### config.mk
export PLATFORM = sky130hd
export DESIGN_NAME = stage_if_fetch
export DESIGN_NICKNAME = d
export VERILOG_FILES = /design/src/rtl/stage_if_fetch.sv
export SDC_FILE = /design/constraint.sdc
export NUM_CORES = 1
export LEC_CHECK = 0
export ABC_AREA = 1
export CAP_MARGIN = 20
export CELL_PAD_IN_SITES_DETAIL_PLACEMENT = 0
export CELL_PAD_IN_SITES_GLOBAL_PLACEMENT = 1
export CORE_MARGIN = 10
export CORE_UTILIZATION = 25
export DETAILED_ROUTE_END_ITERATION = 10
export PLACE_DENSITY = 0.65
export SLEW_MARGIN = 20
export SYNTH_ARGS = -nofsm -noshare
export SYNTH_HDL_FRONTEND = slang
export SYNTH_SLANG_ARGS = --single-unit
### constraint.sdc
create_clock -name clock -period 1.8 [get_ports clock]
set_clock_uncertainty 0.15 [all_clocks]
set_input_delay 0.36 -clock clock [delete_from_list [all_inputs] [get_ports clock]]
set_output_delay 0.36 -clock clock [all_outputs]
set_load 0.01 [all_outputs]
### src/rtl/stage_if_fetch.sv
// Instruction-fetch stage: owns the PC, runs the instruction-bus
// read handshake and feeds the IF/ID latch.
//
// Ports:
//   clock, reset            - single clock, synchronous active-high reset
//   stall[5:0]              - stall vector; only stall[0] freezes IF
//   stall_request           - high while IF cannot deliver a word
//   branch_enable/_target   - taken branch/jump from ID
//   flush/flush_pc          - exception/eret redirect
//   ibus_request/_address   - instruction read request
//   ibus_ready/_read_data   - read completion and instruction word
//   if_register_pc_read_data, if_instruction - to IF/ID latch
module stage_if_fetch #(
    parameter logic [31:0] RESET_PC = 32'h0000_0000
) (
    input  logic        clock,
    input  logic        reset,
    input  logic [5:0]  stall,
    output logic        stall_request,
    input  logic        branch_enable,
    input  logic [31:0] branch_target,
    input  logic        flush,
    input  logic [31:0] flush_pc,
    output logic        ibus_request,
    output logic [31:0] ibus_address,
    input  logic        ibus_ready,
    input  logic [31:0] ibus_read_data,
    output logic [31:0] if_register_pc_read_data,
    output logic [31:0] if_instruction
);

    typedef enum logic [1:0] {
        S_FETCH   = 2'd0,
        S_HOLD    = 2'd1,
        S_DISCARD = 2'd2
    } state_t;

    state_t      state_q, state_d;
    logic [31:0] pc_q, pc_d;
    logic [31:0] hold_data_q, hold_data_d;
    logic [31:0] old_addr_q, old_addr_d;
    logic        pend_valid_q, pend_valid_d;
    logic [31:0] pend_target_q, pend_target_d;

    logic        advance;
    logic [31:0] pc_next;

    wire unused_stall = ^stall[5:1];

    // Branch from ID beats an older remembered redirect.
    always_comb begin
        if (branch_enable)
            pc_next = branch_target;
        else if (pend_valid_q)
            pc_next = pend_target_q;
        else
            pc_next = pc_q + 32'd4;
    end

    always_comb begin
        ibus_request   = 1'b0;
        ibus_address   = pc_q;
        if_instruction = 32'd0;
        stall_request  = 1'b0;
        if (!reset) begin
            unique case (state_q)
                S_FETCH: begin
                    ibus_request   = 1'b1;
                    if_instruction = ibus_ready ? ibus_read_data : 32'd0;
                    stall_request  = ~ibus_ready;
                end
                S_HOLD: begin
                    if_instruction = hold_data_q;
                end
                S_DISCARD: begin
                    ibus_request  = 1'b1;
                    ibus_address  = old_addr_q;
                    stall_request = 1'b1;
                end
                default: ;
            endcase
        end
    end

    assign if_register_pc_read_data = pc_q;

    always_comb begin
        state_d       = state_q;
        pc_d          = pc_q;
        hold_data_d   = hold_data_q;
        old_addr_d    = old_addr_q;
        pend_valid_d  = pend_valid_q;
        pend_target_d = pend_target_q;
        advance       = 1'b0;
        if (flush) begin
            pc_d         = flush_pc;
            pend_valid_d = 1'b0;
            unique case (state_q)
                S_FETCH: begin
                    // A request already on the bus must still complete.
                    if (!ibus_ready) begin
                        old_addr_d = pc_q;
                        state_d    = S_DISCARD;
                    end
                end
                S_HOLD:    state_d = S_FETCH;
                S_DISCARD: state_d = S_DISCARD;
                default:   state_d = S_FETCH;
            endcase
        end else begin
            unique case (state_q)
                S_FETCH: begin
                    if (ibus_ready) begin
                        if (!stall[0]) begin
                            advance = 1'b1;
                        end else begin
                            hold_data_d = ibus_read_data;
                            state_d     = S_HOLD;
                        end
                    end
                end
                S_HOLD: begin
                    if (!stall[0]) begin
                        advance = 1'b1;
                        state_d = S_FETCH;
                    end
                end
                S_DISCARD: begin
                    if (ibus_ready)
                        state_d = S_FETCH;
                end
                default: state_d = S_FETCH;
            endcase
            if (advance) begin
                pc_d         = pc_next;
                pend_valid_d = 1'b0;
            end else if (branch_enable) begin
                // Remember a redirect that arrived while IF could not move.
                pend_valid_d  = 1'b1;
                pend_target_d = branch_target;
            end
        end
    end

    always_ff @(posedge clock) begin
        if (reset) begin
            state_q       <= S_FETCH;
            pc_q          <= RESET_PC;
            hold_data_q   <= 32'd0;
            old_addr_q    <= 32'd0;
            pend_valid_q  <= 1'b0;
            pend_target_q <= 32'd0;
        end else begin
            state_q       <= state_d;
            pc_q          <= pc_d;
            hold_data_q   <= hold_data_d;
            old_addr_q    <= old_addr_d;
            pend_valid_q  <= pend_valid_d;
            pend_target_q <= pend_target_d;
        end
    end

endmodule

# Word-level counts from Yosys, hierarchy flattened
# Cells that the tools add are included.
# W data, S select, Z words.
[word_totals]
inputBits = 107
register_bits = 131
output_inout_bits = 98
[op_classes]
mux = 25
eq_ne = 7
n_bitwise = 3
n_reduce_logical = 8
add_sub_neg = 1
[op_table]
columns = ["cell", "count"]
rows = [
  ["$mux W32", 8],
  ["$pmux W32 S2", 1],
  ["$add A32 B3 Y32 const B", 1],
  ["$ne A3 B3 Y1 const B", 5],
  ["$mux W2", 6],
  ["$mux W1", 6],
  ["$pmux W2 S3", 1],
  ["$reduce_and A3 Y1", 2],
  ["$reduce_and A5 Y1", 1],
  ["$pmux W1 S2", 2],
  ["$pmux W2 S2", 1],
  ["$reduce_and A4 Y1", 1],
  ["$not A1 Y1", 3],
  ["$reduce_or A3 Y1", 1],
  ["$eq A2 B1 Y1 const B", 1],
  ["$eq A2 B2 Y1 const B", 1],
  ["$logic_not A2 Y1", 1],
  ["$reduce_bool A2 Y1", 1],
  ["$reduce_or A2 Y1", 1],
]

# Depth between registers and ports, before layout
[logic_depth]
word_depth = 6
ltp_mapped = 11

# Least setup slack after synthesis
# Ideal clock, no wire load.
[synth_path]
kind = "in2out"
startpoint = "input port reset"
endpoint = "output port ibus_address[10]"
t_arrival_ns = 1.385
stages = 5
setup_slack_ns = -0.095
cell_sequence = "nor2_1 > nand2_1 > buf_2 > buf_2 > a21oi_1"
[synth_between]
elab_chain_cells = 1
[synth_lines]
columns = ["element", "line", "rtl"]
rows = [
  ["start, declared", "17", "input logic reset,"],
  ["$mux W32", "65", "if (!reset) begin"],
  ["end, declared", "25", "output logic [31:0] ibus_address,"],
]
# Every way passes these cells.

# Final worst setup path
[layout_path]
startpoint = "register state_q[1]"
endpoint = "output port if_instruction[3]"
[layout_between]
elab_chain_cells = 3
[layout_lines]
columns = ["element", "line", "rtl"]
rows = [
  ["start, declared", "38", "state_t state_q, state_d;"],
  ["start signal, assigned", "154", "state_q <= state_d;"],
  ["$eq A2 B1 Y1 or $logic_not A2 Y1 (tied branches)", "66", "unique case (state_q)"],
  ["$pmux W32 S2 (*)", "66", ""],
  ["$mux W32 (*)", "65", ""],
  ["end, declared", "29", "output logic [31:0] if_instruction"],
]
# Mark *: on every way between the ends. The rest lies on a longest branch, timed or not.

==> impl_metrics.ini <==
[min_path]
worstHoldStart = pend_target_q[2]$_SDFFE_PP0P_
hold_class = reg2reg

[layout]
seqCellArea_um2 = 2650
multi_input_area_um2 = 5070
fill_cells = 2790
layout.nets = 1570
fin_area_um2 = 13500
area_delta_synth_final_pct = 92.0
drive_gt1_share_pct = 40.6

[timing]
slew_violations = 0
setup_violations = 194
setup_slack_ns = -0.437
holdWs_ns = 0.311
post-route-period-util_pct = 124
fmax_ghz = 0.447
period_needed_ns = 2.24
rsz0062_at_grt = yes
worst_pin_slew_ns = 0.630
totalNegativeSetupSlack_ns = -43.79
slew_headroom_pct = 58.0
hold_violations = 0

[clocking]
htree_levels = 4
clk_pin_slew_ns = 0.06
cts_buffers = 17
cts-root-buf = clkbuf_16
cts_buffer_depth = 2
clock_sinks = 131
clk_latency_ns = 0.43
cts_tree = done

[place]
place.gp.congestion = 0.871
port_buffers = 199
dp_hpwl_um = 23300
placed_area_um2 = 10600

[route]
wirelength_um = 35100
drcViolationCount = 0
drt_iter0_drc = 485
post_drt_wl_per_cell_um = 18.9
drtPass1Iterations = 5
vias = 8780
postRouteAntennaNets = 0
viasPerCell = 4.74

[floorplan]
die_w_um = 188
start_util_pct = 25.3
die_h_um = 188
ios = 205
coreArea_um2 = 27800
dieArea_um2 = 35200
fp-row-count = 61

[grt]
track_usage_pct = 18.6
grt_antenna_before_repair = 5
grt_max_degree = 47
grt_pass1_vias = 8803
grt_overflow = 0
grt_pass1_wl_um = 51500

[run]
maxCapViolations = 0

[critical_path]
end_kind = output port
timing.rr.start = state_q[1]$_SDFFE_PP0P_
worstPathMaxFanout = 7
required_ns = 1.29
worstPathArrival_ns = 1.73
worstSetupStartpointType = flop
crit_type = reg2out
worst_setup_path_startpoint = state_q[1]$_SDFFE_PP0P_

[yosys]
synth_enable_flop_cells = 0
ys.flop_type = dfxtp_1
ys_warn_count = 0
synthArstFlopShare_pct = 0
yosys.area.top_type = dfxtp_1
synth_nets = 1199
ys_types = 37
synthTopCellsByArea = dfxtp_1 37%, nand2_1 15%, a21oi_1 12%, nor2_1 7.9%, o21ai_0 6.6%
ys_seq_elements = 131
synth_cells = 1091
synth.most_common_cell = nand2_1
syn_area_per_cell_um2 = 6.43
synth_top_area_share_pct = 37.4
yosysSeqAreaShare_pct = 37.4
synth.cell_area_um2 = 7020
synth.cells.most_frequent = 286 x nand2_1, 166 x a21oi_1, 147 x nor2_1

[power]
intPower_mw = 6.62
swShare_pct = 30.4
p_seq_share_pct = 34.2
ir_drop_mv = 0.610
p_switching_mw = 2.89
power_leakage_nw = 5.57
pwr-share-comb_pct = 28.3
finalPower_mw = 9.51
cellPowerDensity_nw_per_um2 = 706
p_clk_share_pct = 37.5

[status]
status = complete, but fails checks
violations = negative setup slack
==> repair_timing <==
action                     4_1_cts  5_1_grt
setup endpoints to repair      163      171
gates resized for setup        584      190
buffers inserted                27       14
gates cloned                    22       12
pin swaps                       66       55
hold buffers                     0        0
==> final timing paths <==
kind,end,depth (start not counted),slack (ns)
worst min-delay path,pend_target_q[2]$_SDFFE_PP0P_,2,0.31
worst min register to register,pend_target_q[2]$_SDFFE_PP0P_,2,0.31
worst max-delay path,if_instruction[3],8,-0.44
worst max register to register,pend_target_q[27]$_SDFFE_PP0P_,13,-0.31
==> routing by layer <==
layer / vias up / global-route usage [%] / routed length (um) / part of all wire [%]
met3: 40 / 5.88 / 2460 / 7.0
met1: 4142 / 22.5 / 15000 / 43
met4: 8 / 3.78 / 478 / 1.4
li1: 4341 / - / - / -
met5: - / 0 / 44 / 0.13
met2: 249 / 31.5 / 17100 / 49
==> worst max-delay path, cell delays in order (launching register included) <==
cell	delay [ns]
dfxtp_4	0.37
nor2_4	0.12
inv_2	0.07
nor2_4	0.13
buf_6	0.14
clkbuf_16	0.15
nand2_1	0.05
a21oi_1	0.11
buf_2	0.16
==> power by group through the flow <==
stage                     combinational, mW  sequential [mW]  clock [mW]
after global routing                   2.88             3.27        3.76
after floorplan                       0.791             3.29           0
after global placement                 2.05             3.27           0
final                                  2.69             3.25        3.57
after detailed placement               2.06             3.27           0
after CTS                              2.45             3.23        3.63
==> area by class of cell <==
class,count,share of cell area [%]
multi-input combinational,818,37.6
sequential,131,19.7
clock buffer,17,3.16
antenna,2,0.0371
clock inverter,13,1.21
inverter,74,2.34
tap,378,3.51
timing repair buffer,420,32.5
==> registers in the layout (all words and copies together) (netlist names) <==
name                      flops
state_q                       2
if_register_pc_read_data     32
pend_valid_q                  1
hold_data_q                  32
pend_target_q                32
old_addr_q                   32
==> per-stage QoR <==
step,std cells,setup slack [ns],util (%)
5_1_grt,1851,-0.534,48.5
4_1_cts,1835,-0.442,45.3
6_report,1853,-0.437,48.5
2_1_floorplan,1091,0.00866,-
3_3_place_gp,1762,-0.708,38.1
3_5_place_dp,1762,-0.763,38.1
==> cells in the final DEF (no fill, tap or decap), types with 39 or more instances in the layout <==
| master | netlist | layout |
|---|---|---|
| o21ai_0 | 92 | 52 |
| dfxtp_1 | 131 | 117 |
| nand2_1 | 286 | 234 |
| a21oi_2 | 0 | 75 |
| a21oi_1 | 166 | 75 |
| clkdlybuf4s50_1 | 0 | 100 |
| o21ai_1 | 36 | 43 |
| nor2_1 | 147 | 96 |
| buf_4 | 4 | 139 |
| buf_6 | 5 | 39 |
| inv_1 | 63 | 62 |
| buf_2 | 23 | 49 |
==> logic make-up (layout without fill, tap and decap cells) <==
kind of cell	after synthesis	in the layout	share of synthesized area (%)
simple gates	485	485	27.7
compound gates	325	325	25.1
buf+inv	142	524	8.75
flops	131	131	37.4
xor+xnor	4	4	0.499
mux	3	3	0.481
fa+ha+maj	1	1	0.178
other cells	0	2	0
Note: power is estimated with default switching activity, not from simulation.
